### src/rtl/traffic_light_timed.sv
// Two-road highway/farm intersection controller: tick-timed phases, all-red clearance
// between roads, latched farm request and min/extend/max farm green.
package traffic_light_timed_pkg;

    typedef enum logic [2:0] {
        HGRE_FRED = 3'd0,
        HYEL_FRED = 3'd1,
        ARED_H    = 3'd2,
        HRED_FGRE = 3'd3,
        HRED_FYEL = 3'd4,
        ARED_F    = 3'd5
    } state_t;

    localparam logic [2:0] LAMP_GREEN  = 3'b001;
    localparam logic [2:0] LAMP_YELLOW = 3'b010;
    localparam logic [2:0] LAMP_RED    = 3'b100;

endpackage

module traffic_light_timed
    import traffic_light_timed_pkg::*;
#(
    parameter int TICK_DIV   = 50_000_000,
    parameter int CNT_W      = 8,
    parameter int HWY_MIN_T  = 10,
    parameter int YEL_T      = 3,
    parameter int ALLRED_T   = 1,
    parameter int FARM_MIN_T = 5,
    parameter int FARM_MAX_T = 15
) (
    input  logic       clk,
    input  logic       rst_n,
    input  logic       C,
    output logic [2:0] light_highway,
    output logic [2:0] light_farm,
    output logic [2:0] state_o
);

    localparam int PRE_W = (TICK_DIV > 1) ? $clog2(TICK_DIV) : 1;

    localparam logic [PRE_W-1:0] PRE_LAST      = PRE_W'(TICK_DIV - 1);
    localparam logic [CNT_W-1:0] CNT_SAT       = {CNT_W{1'b1}};
    localparam logic [CNT_W-1:0] HWY_MIN       = CNT_W'(HWY_MIN_T);
    localparam logic [CNT_W-1:0] YEL_LAST      = CNT_W'(YEL_T - 1);
    localparam logic [CNT_W-1:0] ALLRED_LAST   = CNT_W'(ALLRED_T - 1);
    localparam logic [CNT_W-1:0] FARM_MIN      = CNT_W'(FARM_MIN_T);
    localparam logic [CNT_W-1:0] FARM_MAX_LAST = CNT_W'(FARM_MAX_T - 1);

    logic [1:0]       sync_q;
    logic             c_sync;
    logic [PRE_W-1:0] pre_cnt;
    logic             tick;
    logic [CNT_W-1:0] phase_cnt;
    logic             req;
    logic             phase_change;
    logic             req_window;
    state_t           state;
    state_t           state_nxt;

    function automatic logic [5:0] lamps_for(input state_t s);
        logic [5:0] lamps;
        case (s)
            HGRE_FRED: lamps = {LAMP_GREEN,  LAMP_RED};
            HYEL_FRED: lamps = {LAMP_YELLOW, LAMP_RED};
            HRED_FGRE: lamps = {LAMP_RED,    LAMP_GREEN};
            HRED_FYEL: lamps = {LAMP_RED,    LAMP_YELLOW};
            default:   lamps = {LAMP_RED,    LAMP_RED};
        endcase
        return lamps;
    endfunction

    // C is asynchronous to clk; two flops before any decision uses it.
    always_ff @(posedge clk or negedge rst_n) begin
        if (!rst_n) begin
            sync_q <= 2'b00;
        end else begin
            // NOTE: non-blocking so every flop samples pre-edge values, whatever the statement order.
            sync_q <= {sync_q[0], C};
        end
    end

    assign c_sync       = sync_q[1];
    assign tick         = (pre_cnt == PRE_LAST);
    assign phase_change = (state_nxt != state);
    assign req_window   = (state == HGRE_FRED) || (state == HYEL_FRED) || (state == ARED_H);
    assign state_o      = state;

    always_comb begin
        // NOTE: default first so every path assigns state_nxt and no latch is inferred.
        state_nxt = state;
        case (state)
            HGRE_FRED:
                if ((phase_cnt >= HWY_MIN) && (req || c_sync)) state_nxt = HYEL_FRED;
            HYEL_FRED:
                if (tick && (phase_cnt == YEL_LAST)) state_nxt = ARED_H;
            ARED_H:
                if (tick && (phase_cnt == ALLRED_LAST)) state_nxt = HRED_FGRE;
            HRED_FGRE:
                // Max cap and gap-out share one target, so a coincidence is one transition.
                if ((tick && (phase_cnt == FARM_MAX_LAST)) ||
                    ((phase_cnt >= FARM_MIN) && !c_sync)) state_nxt = HRED_FYEL;
            HRED_FYEL:
                if (tick && (phase_cnt == YEL_LAST)) state_nxt = ARED_F;
            ARED_F:
                if (tick && (phase_cnt == ALLRED_LAST)) state_nxt = HGRE_FRED;
            default:
                state_nxt = ARED_H;
        endcase
    end

    always_ff @(posedge clk or negedge rst_n) begin
        if (!rst_n) begin
            state         <= HGRE_FRED;
            light_highway <= LAMP_GREEN;
            light_farm    <= LAMP_RED;
            pre_cnt       <= '0;
            phase_cnt     <= '0;
            req           <= 1'b0;
        end else begin
            state                       <= state_nxt;
            {light_highway, light_farm} <= lamps_for(state_nxt);

            // Timers restart on every phase change so each phase lasts exactly T ticks.
            if (phase_change) begin
                pre_cnt   <= '0;
                phase_cnt <= '0;
            end else begin
                pre_cnt <= tick ? '0 : pre_cnt + 1'b1;
                if (tick && (phase_cnt != CNT_SAT)) phase_cnt <= phase_cnt + 1'b1;
            end

            // Clearing on farm-green entry wins over a same-edge set.
            if ((state_nxt == HRED_FGRE) && (state != HRED_FGRE)) begin
                req <= 1'b0;
            end else if (c_sync && req_window) begin
                req <= 1'b1;
            end
        end
    end

endmodule

### config.mk
export PLATFORM = sky130hd
export DESIGN_NAME = traffic_light_timed
export DESIGN_NICKNAME = d
export VERILOG_FILES = /design/src/rtl/traffic_light_timed.sv
export SDC_FILE = /design/constraint.sdc
export NUM_CORES = 1
export LEC_CHECK = 0
export ABC_AREA = 1
export CAP_MARGIN = 20
export CORE_MARGIN = 1
export CORE_UTILIZATION = 45
export DETAILED_ROUTE_END_ITERATION = 7
export PLACE_DENSITY = 0.62
export SKIP_LAST_GASP = 1
export SLEW_MARGIN = 25
export SYNTH_ARGS = -nofsm -noshare
export SYNTH_HDL_FRONTEND = slang
export SYNTH_SLANG_ARGS = --single-unit
### constraint.sdc
create_clock -name clk -period 3.5 [get_ports clk]
set_input_delay 0.35 -clock clk [delete_from_list [all_inputs] [get_ports clk]]
set_output_delay 0.35 -clock clk [all_outputs]
set_load 0.01 [all_outputs]
After elaboration in Yosys (flattened, before gate mapping)

Cells that the tools add are included.

ROM bits: 0
Bits of input ports: 3
Bits in writable memories: 0
Output and inout port bits: 9
Bits in registers: 46
Bits in latches: 0
Memories kept: 0

Reductions and logical operators: 18
Divide/modulo/power cells: 0
Bitwise operators: 0
Multiply operators: 0
Multiplexer cells: 14
Eq/ne operators: 14
$add $sub $neg: 2
Order comparisons: 2
Shifts and indexed selects: 0

Operators with widths:

| operator              | count |
|---|---|
| $mux 26               | 2 |
| $add 26x1->26 const B | 1 |
| $eq 26x26->1 const B  | 1 |
| $pmux 6 s4            | 1 |
| $mux 3                | 6 |
| $pmux 3 s6            | 1 |
| $mux 8                | 2 |
| $eq 3x2->1 const B    | 3 |
| $eq 3x3->1 const B    | 3 |
| $add 8x1->8 const B   | 1 |
| $eq 8x2->1 const B    | 1 |
| $eq 8x4->1 const B    | 1 |
| $ge 8x3->1 const B    | 1 |
| $ge 8x4->1 const B    | 1 |
| $logic_and 1x1->1     | 8 |
| $logic_not 8->1       | 1 |
| $ne 8x8->1 const B    | 1 |
| $eq 3x1->1 const B    | 2 |
| $logic_not 3->1       | 2 |
| $logic_or 1x1->1      | 4 |
| $reduce_bool 2->1     | 2 |
| $ne 3x2->1 const B    | 1 |
| $ne 3x3->1            | 1 |
| $mux 1                | 2 |
| $logic_not 1->1       | 1 |

Depth between registers and ports, before layout

Gate-level depths: netlist of run 1.

Depth in word-level cells: 8
Mapped depth: 14
Mapped depth without buffers: 13

Worst setup path before layout of run 1

Ideal clock, no wire load.

Kind: reg-to-reg
Start: reg phase_cnt[0]
End: reg pre_cnt[20]
Setup slack: 1658 ps
Cell stages (with the launch flop): 14
Arrival: 1773 ps
Cell sequence: dfrtp_1 -> inv_1 -> ha_1 -> nand2_1 -> nor2_1 -> nand4_2 -> nand2_2 -> nand2_1 -> nor2_1 -> nand2_2 -> nand2_2 -> nand3_4 -> buf_6 -> nor2_2

Word-level cells in the longest chain between the ends: 7

Ends and longest elaborated chain:

| element                                         | RTL line | RTL |
|---|---|---|
| start: declaration                              | 53       | `logic [CNT_W-1:0] phase_cnt;` |
| start signal: assignment                        | 129      | `if (tick && (phase_cnt != CNT_SAT)) phase_cnt <= phase_cnt + 1'b1;` |
| $ge 8x3->1 / $eq 8x4->1 (equally long branches) | 101, 100 |  |
| $logic_and 1x1->1, on equally long branches     | 101, 100 |  |
| $logic_or 1x1->1                                | 100      | `if ((tick && (phase_cnt == FARM_MAX_LAST)) \|\|` |
| $mux 3                                          | 100      |  |
| $pmux 3 s6 (*)                                  | 91       | `case (state)` |
| net state_nxt[0]                                | 58       | `state_t state_nxt;` |
| $ne 3x3->1 (*)                                  | 84       | `assign phase_change = (state_nxt != state);` |
| $mux 26 (*)                                     | 124      | `if (phase_change) begin` |
| end signal: assignment                          | 128      | `pre_cnt <= tick ? '0 : pre_cnt + 1'b1;` |
| end: declaration                                | 51       | `logic [PRE_W-1:0] pre_cnt;` |

Mark *: on every way through the listed nets, which the timed path passes. The rest lies on a longest branch.
A chain may end at the register's enable or synchronous reset.

Worst setup path after layout of run 1

Start: reg phase_cnt[0]
End: reg pre_cnt[8]

The elaborated chain is that of the path after synthesis.

==> reports/qor.txt, run 1 <==
Worst EP required: 3.72 ns
Vias in the first global route: 2,380
TritonCTS Sinks: 46
I/O pin count: 12
Critical path buffers and inverters: 1
Nature of the critical path endpoint: flip-flop
PD cells: 278 mW/mm^2
Async S/R FF share, synth: 100%
Routed wire length: 6.20 mm
EDFF count, synth: 0
Synth area leaders: dfrtp_1 38%, nand2_1 9.3%, nor2_1 9.2%, inv_1 7.7%, nand3_1 5.3%
Tot Pwr: 886 uW
Placer Congestion: 0.884
Area grow syn2layout: 8.75%
Area share of the largest cell type after synthesis: 37.5%
Outcome: completed
Port bufs: 11
CP max FO: 34
Row cnt: 29
Combinational family with the most area after synthesis: simple AND/OR/NAND/NOR gates
Initial Util: 46.5%
Synthesized area: 0.00293 mm^2
CTS Buffer Depth: 2
CTS tree: yes
Syn. warnings: 0
Syn Area/Cell: 7.26 um^2
Post-CTS Setup Repair Bufs: 0
Slew headroom: 61.9%
Syn_nets: 413
Post-synthesis register bit count: 46
Simple-gate portion of the synthesized area: 40.7%
Detailed router's first-iteration violation count: 161
Least-Margin Pin Slew: 0.572 ns
Root Driver: clkbuf_8
Max-cap check violation count: 0
Setup TNS: 0 ns
Maximum VDD drop: 0.000131 V
H-tree Lvls: 2
Cell taking the most area after synthesis: dfrtp_1
Largest stage delay, worst path: 0.41 ns
Hold Path Class: primary input to async pin
Hpwl dp: 4.68 mm
Fin crit period: 2.46 ns
Static Leak: 1.44 nW
Pre-antenna DRT Iters: 4
WS Path Type: flip-flop to flip-flop
Most common cell in the synthesized netlist: nand2_1
Fin crit share: 70.4%
Clk slew on worst S/H paths: 0.09 ns
DRC Markers: 0
Pin count of the biggest net entering global routing: 47
Die Area: 0.00684 mm^2
Total CTS buffers: 5
CP cell instances: inv_1 -> ha_1 -> nand2_1 -> nor2_1 -> nand4_2 -> nand2_2 -> nand2_1 -> nor2_1 -> nand2_2 -> nand2_2 -> nand3_4 -> nor2_1
Fin. Hold Viols: 0
Cells after synthesis: 404
Synth Area in XOR/XNOR: 4.18%
Chip Width: 82.7 um
Antenna diodes: 0
Max Fclk: 406 MHz
Placeable Area: 0.00631 mm^2
Drt via density: 5.04
Unrepaired setup endpoints after global routing: false
Grt total ovfl: 0
Per-cell routed wire length: 12.5 um
Layout Nets: 426
Die Height: 82.7 um
Sequential share of the synthesized area: 39.3%
Clk_lat worst skew: 0.30 ns
First-pass GRT wire length: 10.8 mm
Netlist cell types: 31
Post-synthesis compound-gate area fraction: 4.05%
Total number of vias: 2,495
Layout cells sized above 1: 12.2%
Hold-fix buffers, CTS: 0
Post-DRT Antenna Nets: 0
Crit start category: flip-flop
Final Setup Violations: 0
Post-CTS sizing: 0
CP top delay family: simple AND/OR/NAND/NOR gates
Mux contribution to synthesized area: 0%
Arrival @ worst endpoint: 2.68 ns
Top FF cell, synth: dfrtp_1
Synth top cells by count: 73 x nand2_1, 72 x nor2_1, 60 x inv_1
Filler cell count: 645
Initial antenna violation count: 0
Max-slew violations: 0
Synth Area in Adders: 2.56%
Total GRT Usage: 20.6%
Slowest stage cell, crit path: dfrtp_1
Clk_skew: 0.00640 ns
==> cell usage in the layout, fill, tap and decap left out, types with 2 or more instances in the layout <==
| master | netlist | final |
|---|---|---|
| nand3_1 | 31 | 31 |
| nor3_1 | 19 | 19 |
| nor2_2 | 22 | 22 |
| inv_1 | 60 | 60 |
| xor2_1 | 13 | 13 |
| clkbuf_8 | 0 | 6 |
| nand4_1 | 14 | 14 |
| o21ai_0 | 13 | 13 |
| nor2_1 | 72 | 72 |
| ha_1 | 6 | 6 |
| dfstp_2 | 2 | 2 |
| o21bai_1 | 2 | 2 |
| nand2_1 | 73 | 73 |
| clkdlybuf4s50_1 | 0 | 10 |
| nand2_2 | 5 | 5 |
| a21oi_1 | 4 | 4 |
| or2_2 | 6 | 6 |
| nor2_4 | 2 | 2 |
| dfrtp_1 | 44 | 44 |
==> where the power goes <==
part / switching [mW] / internal [mW]
clock: 0.183 / 0.159
combinational: 0.00976 / 0.00197
sequential: 0.000356 / 0.532
total: 0.193 / 0.693
==> area by class of cell <==
cell class | instances | area [um^2] | area share (%)
clock inverter | 2 | 12.5 | 0.392
sequential | 46 | 1150 | 36.2
tap | 77 | 96.3 | 3.02
clock buffer | 6 | 82.6 | 2.59
multi-input combinational | 293 | 1510 | 47.4
inverter | 60 | 225 | 7.06
timing repair buffer | 11 | 108 | 3.37
==> flip-flops by register name, indices dropped and copies added (netlist names) <==
signal,count
light_farm,3
light_highway,3
phase_cnt,8
pre_cnt,26
req,1
state_o,3
sync_q,2
==> worst paths after layout <==
check	start	depth (start not counted)	endpoint	slack, ns
worst min register to register	sync_q[0]	0	sync_q[1]	0.36
worst max register to register	phase_cnt[0]	12	pre_cnt[8]	1.04
min in group clk	sync_q[0]	0	sync_q[1]	0.36
max in group asynchronous	rst_n	1	pre_cnt[12]	3.07
worst max-delay path	phase_cnt[0]	12	pre_cnt[8]	1.04
worst min-delay path	rst_n	1	pre_cnt[11]	0.03
==> per-layer routing <==
| layer | GRT usage [%] | wire length [um] | vias to the layer above |
|---|---|---|---|
| met3 | 2.97 | 203 | 8 |
| met5 | 0 | 0 | - |
| li1 | - | - | 1297 |
| met2 | 32.5 | 2720 | 45 |
| met1 | 28.9 | 3190 | 1145 |
| met4 | 6.38 | 97 | 0 |
==> stage by stage <==
step / hold WS [ns] / area, um^2 / std cells / utilization (%) / worst slack (ns)
after floorplan: 0.0544 / 2930 / 404 / - / 1.66
after global placement: 0.333 / 3090 / 487 / 49.0 / 1.14
after detailed placement: 0.337 / 3090 / 487 / 49.0 / 1.05
after CTS: 0.257 / 3190 / 495 / 50.5 / 1.02
after global routing: 0.0898 / 3190 / 495 / 50.5 / 0.760
final: 0.0250 / 3190 / 495 / 50.5 / 1.04
==> worst register-to-register path: cells and delay by family, from the launching register on <==
family / cells / cell delay, ns
and+or+nand+nor: 10 / 1.60
adders and majority gates: 1 / 0.20
DFF: 1 / 0.41
buffers and inverters: 1 / 0.17
==> logic make-up after synthesis <==
kind of cell / Yosys count
and+or+nand+nor: 252
buffers and inverters: 65
AOI/OAI and AO/OA: 21
DFF: 46
adders and majority gates: 6
xor gates and xnor gates: 14
No activity file was read; power rests on OpenSTA's default activity.
==> run 2, diff against run 1 <==
- clock period: 3.5 -> 2.55 ns (I/O delays scaled with it)
==> reports/qor.txt, run 2 (synthesis gave the netlist of run 1 again) <==
Outcome: finished, violations left
Failing checks: hold timing
PD cells: 393 mW/mm^2 (+41%)
Die Height: 82.7 um (unchanged)
Max-slew violations: 0 (unchanged)
Arrival @ worst endpoint: 2.49 ns (-0.19 ns)
Max Fclk: 435 MHz (+7.0%)
Final WS setup: 0.249 ns (-0.789 ns)
Area grow syn2layout: 11.3%
Hpwl dp: 4.71 mm (+0.61%)
Drt via density: 5.01 (-0.56%)
Initial antenna violation count: 0 (unchanged)
Setup TNS: 0 ns (unchanged)
Hold-fix buffers, CTS: 0 (unchanged)
R2R cell count: 11 (-1)
Pin count of the biggest net entering global routing: 47 (unchanged)
H-tree Lvls: 2 (unchanged)
Unrepaired setup endpoints after global routing: false
First-pass GRT wire length: 10.3 mm (-4.8%)
Worst r2r dst: pre_cnt[7]
Root Driver: clkbuf_8
Static Leak: 1.48 nW (+2.9%)
Placer Congestion: 0.885 (about the same)
Slew headroom: 60.5% (-1.3 points)
Total number of vias: 2,501 (+0.24%)
Post-place setup slack: 0.0840 ns (-0.966 ns)
Antenna diodes: 0 (unchanged)
Tot Pwr: 1.28 mW (+45%)
Maximum VDD drop: 0.000230 V (+76%)
TritonCTS Sinks: 46 (unchanged)
Fin. Hold Viols: 44 (+44)
CTS tree: yes
Row cnt: 29 (unchanged)
Top flop regs: pre_cnt (26), phase_cnt (8)
Critical Path Source: pre_cnt[0]
Port bufs: 11 (unchanged)
Placeable Area: 0.00631 mm^2 (unchanged)
Clk_lat worst skew: 0.30 ns (about the same)
Filler cell count: 626 (-2.9%)
Origin of the critical flop-to-flop path: pre_cnt[0]
Max-cap check violation count: 0 (unchanged)
Nature of the critical path endpoint: flip-flop
Hold Path Class: primary input to async pin
I/O pin count: 12 (unchanged)
Fin crit period: 2.30 ns (-0.161 ns)
Total GRT Usage: 20.1% (-0.46 points)
Commonest non-fill, non-tap cell in the layout: nand2_1
Max reg flops: 26 (unchanged)
Most frequent cells in the layout: 73 x nand2_1, 72 x nor2_1, 60 x inv_1, 44 x dfrtp_1, 31 x nand3_1
Worst EP required: 2.74 ns (-0.98 ns)
Least-Margin Pin Slew: 0.592 ns (+0.0201 ns)
WS Path Type: flip-flop to flip-flop
Final Setup Violations: 0 (unchanged)
Post-DRT Antenna Nets: 0 (unchanged)
Die Area: 0.00684 mm^2 (unchanged)
Layout cells sized above 1: 12.6% (+0.36 points)
Crit start category: flip-flop
Biggest register: pre_cnt
Routed wire length: 6.52 mm (+5.1%)
CTS Buffer Depth: 2 (unchanged)
Clk_skew: 0.00918 ns (+0.00277 ns)
Initial Util: 46.5% (unchanged)
Chip Width: 82.7 um (unchanged)
Total CTS buffers: 5 (unchanged)
Detailed router's first-iteration violation count: 181 (+12%)
Layout Nets: 430 (+0.94%)
CP max FO: 17 (-50%)
Hold Slack: -0.0569 ns (-0.0819 ns)
Pre-antenna DRT Iters: 4 (unchanged)
Fin crit share: 90.2% (+20 points)
DRC Markers: 0 (unchanged)
FF-to-FF setup slack: 0.25 ns (-0.79 ns)
Per-cell routed wire length: 13.1 um (+4.3%)
Vias in the first global route: 2,216 (-6.9%)
Clk slew on worst S/H paths: 0.08 ns (about the same)
Grt total ovfl: 0 (unchanged)
[run 2: cell count changes in the layout (fill, tap and decap cells not counted)]
cell,before,now
buf_12,0,2
clkbuf_1,0,2
buf_4,1,2
bufinv_16,0,1
clkbuf_8,6,5
clkinv_2,1,0
clkinvlp_4,1,0
nand3_4,1,2
o21ai_0,13,12
o21ai_1,0,1
[run 2: how the worst max path moves through the flow]
| stage | endpoint | cells after the start |
|---|---|---|
| global route | pre_cnt[7] | 11 |
| finish | pre_cnt[7] | 11 |
| detailed placement | pre_cnt[14] | 10 |
| floorplan | pre_cnt[20] | 13 |
| global placement | phase_cnt[2] | 10 |
| CTS | pre_cnt[9] | 10 |
[run 2: cell type report]
cell class | count | area [um^2] | share of cell area [%]
clock buffers | 7 | 76.3 | 2.34
well taps | 77 | 96.3 | 2.95
repair buffers | 14 | 155 | 4.75
flip-flops and latches | 46 | 1150 | 35.3
inverters | 60 | 225 | 6.90
multi-input cells | 294 | 1530 | 46.8
clock inverters | 1 | 30.0 | 0.920
[run 2: per-layer routing]
metal | GRT usage [%] | vias to the layer above | share of wire, %
li1 | - | 1305 | -
met1 | 27.9 | 1156 | 51
met2 | 31.1 | 35 | 45
met3 | 4.84 | 5 | 3.8
met4 | 5.52 | 0 | 0.84
met5 | 0 | - | 0
[run 2: worst max-delay path: stages, from the launching register on]
cell	delay (ns)
dfrtp_1	0.40
ha_1	0.23
nand3_2	0.13
nor3_4	0.28
nand2_1	0.21
nor3_1	0.28
nor2_1	0.10
nand2_2	0.10
nand2_2	0.12
nand3_4	0.09
buf_12	0.18
nor2_1	0.05
[run 2: repair_timing]
action / CTS / global route
setup buffers: 0 / 2
setup endpoints to repair: 0 / 34
gates resized for setup: 0 / 2
[run 2: through the flow]
step / utilization (%) / instance area (um^2) / hold WS, ns / std cells
global route: 51.7 / 3270 / -0.0111 / 499
floorplan: - / 2930 / -0.0406 / 404
detailed placement: 49.1 / 3100 / 0.337 / 488
CTS: 50.8 / 3210 / 0.176 / 496
global placement: 49.1 / 3100 / 0.332 / 488
finish: 51.7 / 3270 / -0.0569 / 499
[run 2: where the power goes]
part | switching, mW | total [mW] | internal [mW]
logic | 0.0138 | 0.0165 | 0.00269
clock network | 0.241 | 0.534 | 0.293
registers | 0.000577 | 0.731 | 0.730
total | 0.255 | 1.28 | 1.03
==> run 3, diff against run 2 <==
- RECOVER_POWER: unset -> 100
- clock period: 2.55 -> 2.15 ns (I/O delays scaled with it)
==> reports/qor.txt, run 3 (synthesis gave the netlist of run 1 again) <==
Outcome: completed
Max Fclk: 483 MHz (+11%)
Hold Slack: 0.359 ns (+0.416 ns)
H-tree Lvls: 2 (unchanged)
Hold Path Class: flip-flop to flip-flop
Total CTS buffers: 5 (unchanged)
Fin crit share: 96.3% (+6.1 points)
Port bufs: 11 (unchanged)
Row cnt: 29 (unchanged)
Maximum VDD drop: 0.000289 V (+25%)
Post-DRT Antenna Nets: 0 (unchanged)
Layout Nets: 454 (+5.6%)
Biggest register: pre_cnt
Reg power frac: 61.6% (+4.6 points)
Switching share of total power: 22.0% (+2.1 points)
Root Driver: clkbuf_8
Unrepaired setup endpoints after global routing: true
CP cell instances: ha_4 -> nand3_4 -> nor3_4 -> nand4_2 -> nand2_2 -> nand2_1 -> nor2_1 -> nand2_2 -> nand2_2 -> nand3_4 -> buf_12 -> nor2_1
Max reg flops: 26 (unchanged)
Layout cells sized above 1: 21.5% (+9.0 points)
Placeable Area: 0.00631 mm^2 (unchanged)
Int Power: 1.10 mW (+6.9%)
Most frequent cells in the layout: 72 x nand2_1, 62 x nor2_1, 57 x inv_1, 43 x dfrtp_1, 32 x nor2_2
Combinational share of power: 1.6% (+0.3 points)
DRC Markers: 0 (unchanged)
Arrival @ worst endpoint: 2.31 ns (-0.18 ns)
Max-cap check violation count: 0 (unchanged)
Top flop regs: pre_cnt (26), phase_cnt (8)
Drt via density: 5.02 (+0.26%)
Tot Pwr: 1.41 mW (+9.8%)
Final WS setup: 0.0791 ns (-0.170 ns)
CTS tree: yes
Area grow syn2layout: 19.1%
Clk_lat worst skew: 0.30 ns (about the same)
Initial antenna violation count: 0 (unchanged)
Total GRT Usage: 21.7% (+1.6 points)
Nature of the critical path endpoint: flip-flop
Die Area: 0.00684 mm^2 (unchanged)
Hpwl dp: 5.24 mm (+11%)
I/O pin count: 12 (unchanged)
Die Height: 82.7 um (unchanged)
Vias in the first global route: 2,375 (+7.2%)
Per-cell routed wire length: 13.0 um (-0.46%)
Total number of vias: 2,628 (+5.1%)
Crit start category: flip-flop
Clk_skew: 0.00998 ns (+0.000806 ns)
Top cell by count, worst path: nand2_2
Pin count of the biggest net entering global routing: 20 (-57%)
Initial Util: 46.5% (unchanged)
First-pass GRT wire length: 11.2 mm (+8.9%)
TritonCTS Sinks: 46 (unchanged)
Final Util: 55.3% (+3.6 points)
Pre-antenna DRT Iters: 4 (unchanged)
Fin. Hold Viols: 0 (-100%)
Detailed router's first-iteration violation count: 129 (-29%)
CTS Buffer Depth: 2 (unchanged)
Fin crit period: 2.07 ns (-0.230 ns)
Antenna diodes: 0 (unchanged)
Least-Margin Pin Slew: 0.739 ns (+0.147 ns)
Grt total ovfl: 0 (unchanged)
PD cells: 403 mW/mm^2 (+2.6%)
Commonest non-fill, non-tap cell in the layout: nand2_1
Post-place setup slack: -0.0384 ns (-0.122 ns)
Max-slew violations: 0 (unchanged)
Chip Width: 82.7 um (unchanged)
Final Setup Violations: 0 (unchanged)
Worst EP required: 2.39 ns (-0.35 ns)
Slowest stage cell, crit path: dfrtp_1
WS Path Type: flip-flop to flip-flop
CP max FO: 15 (-2)
P_sw: 310 uW (+21%)
Routed wire length: 6.81 mm (+4.3%)
Clock Power Share: 36.8% (-4.9 points)
Static Leak: 1.59 nW (+7.8%)
Placer Congestion: 0.918 (+3.8%)
Clk slew on worst S/H paths: 0.09 ns (about the same)
Largest stage delay, worst path: 0.42 ns (+0.02 ns)
Slew headroom: 50.7% (-9.8 points)
-- run 3: changes by cell type in the layout (fill, tap and decap cells not counted), moves of 3 or more --
cell             previous run  this run
clkdlybuf4s50_1            10         1
inv_1                      60        57
dlygate4sd3_1               0        10
nor2_1                     72        62
buf_4                       2        22
inv_2                       0         3
nor2_2                     22        32
-- run 3: timing repair --
action	4_1_cts	5_1_grt
endpoints found under the hold margin	10	0
setup endpoints to repair	33	37
pin swaps	3	6
resized for setup	3	24
cloned	0	0
setup buffers	3	5
hold buffers	1	0
-- run 3: worst max-delay path, delay by kind of cell (launching register included) --
kind / cells / cell delay (ns)
simple gates: 10 / 1.20
fa+ha+maj: 1 / 0.19
flops: 1 / 0.42
buf+inv: 1 / 0.18
-- run 3: metrics by stage --
step	setup TNS [ns]	instances	area, um^2
CTS	0	518	3390
floorplan	0	404	2930
global placement	0	506	3260
detailed placement	-0.108	506	3260
finish	0	523	3490
global route	-0.437	523	3490
-- run 3: power by group through the flow --
stage / registers [mW] / clock network [mW] / logic [mW]
floorplan: 0.884 / 0 / 0.000458
global placement: 0.884 / 0 / 0.0240
detailed placement: 0.884 / 0 / 0.0250
CTS: 0.867 / 0.541 / 0.0263
global route: 0.868 / 0.570 / 0.0276
finish: 0.867 / 0.517 / 0.0227
-- run 3: layout make-up --
type	instances	area, um^2
sequential	46	1150
tap	77	96.3
clock buffer	6	72.6
multi-input combinational	293	1590
inverter	60	225
fill	624	2820
clock inverter	2	10.0
timing repair buffer	39	344
-- run 3: per-layer routing --
metal / up-vias / track usage, % / share of wire (%)
met1: 1230 / 31.4 / 50
met5: - / 0 / 0
met3: 8 / 3.41 / 2.7
met4: 0 / 5.17 / 1.2
li1: 1354 / - / -
met2: 36 / 33.5 / 46
-- run 3: path summary, 6_finish.rpt --
check / start / cells after the start / slack [ns] / endpoint
setup reg to reg: pre_cnt[0] / 12 / 0.08 / phase_cnt[0]
setup / recovery: pre_cnt[0] / 12 / 0.08 / phase_cnt[0]
hold reg to reg: sync_q[0] / 0 / 0.36 / sync_q[1]
min in group asynchronous: rst_n / 2 / 0.48 / pre_cnt[19]
hold / removal: sync_q[0] / 0 / 0.36 / sync_q[1]
max in group asynchronous: rst_n / 3 / 0.72 / light_highway[0]
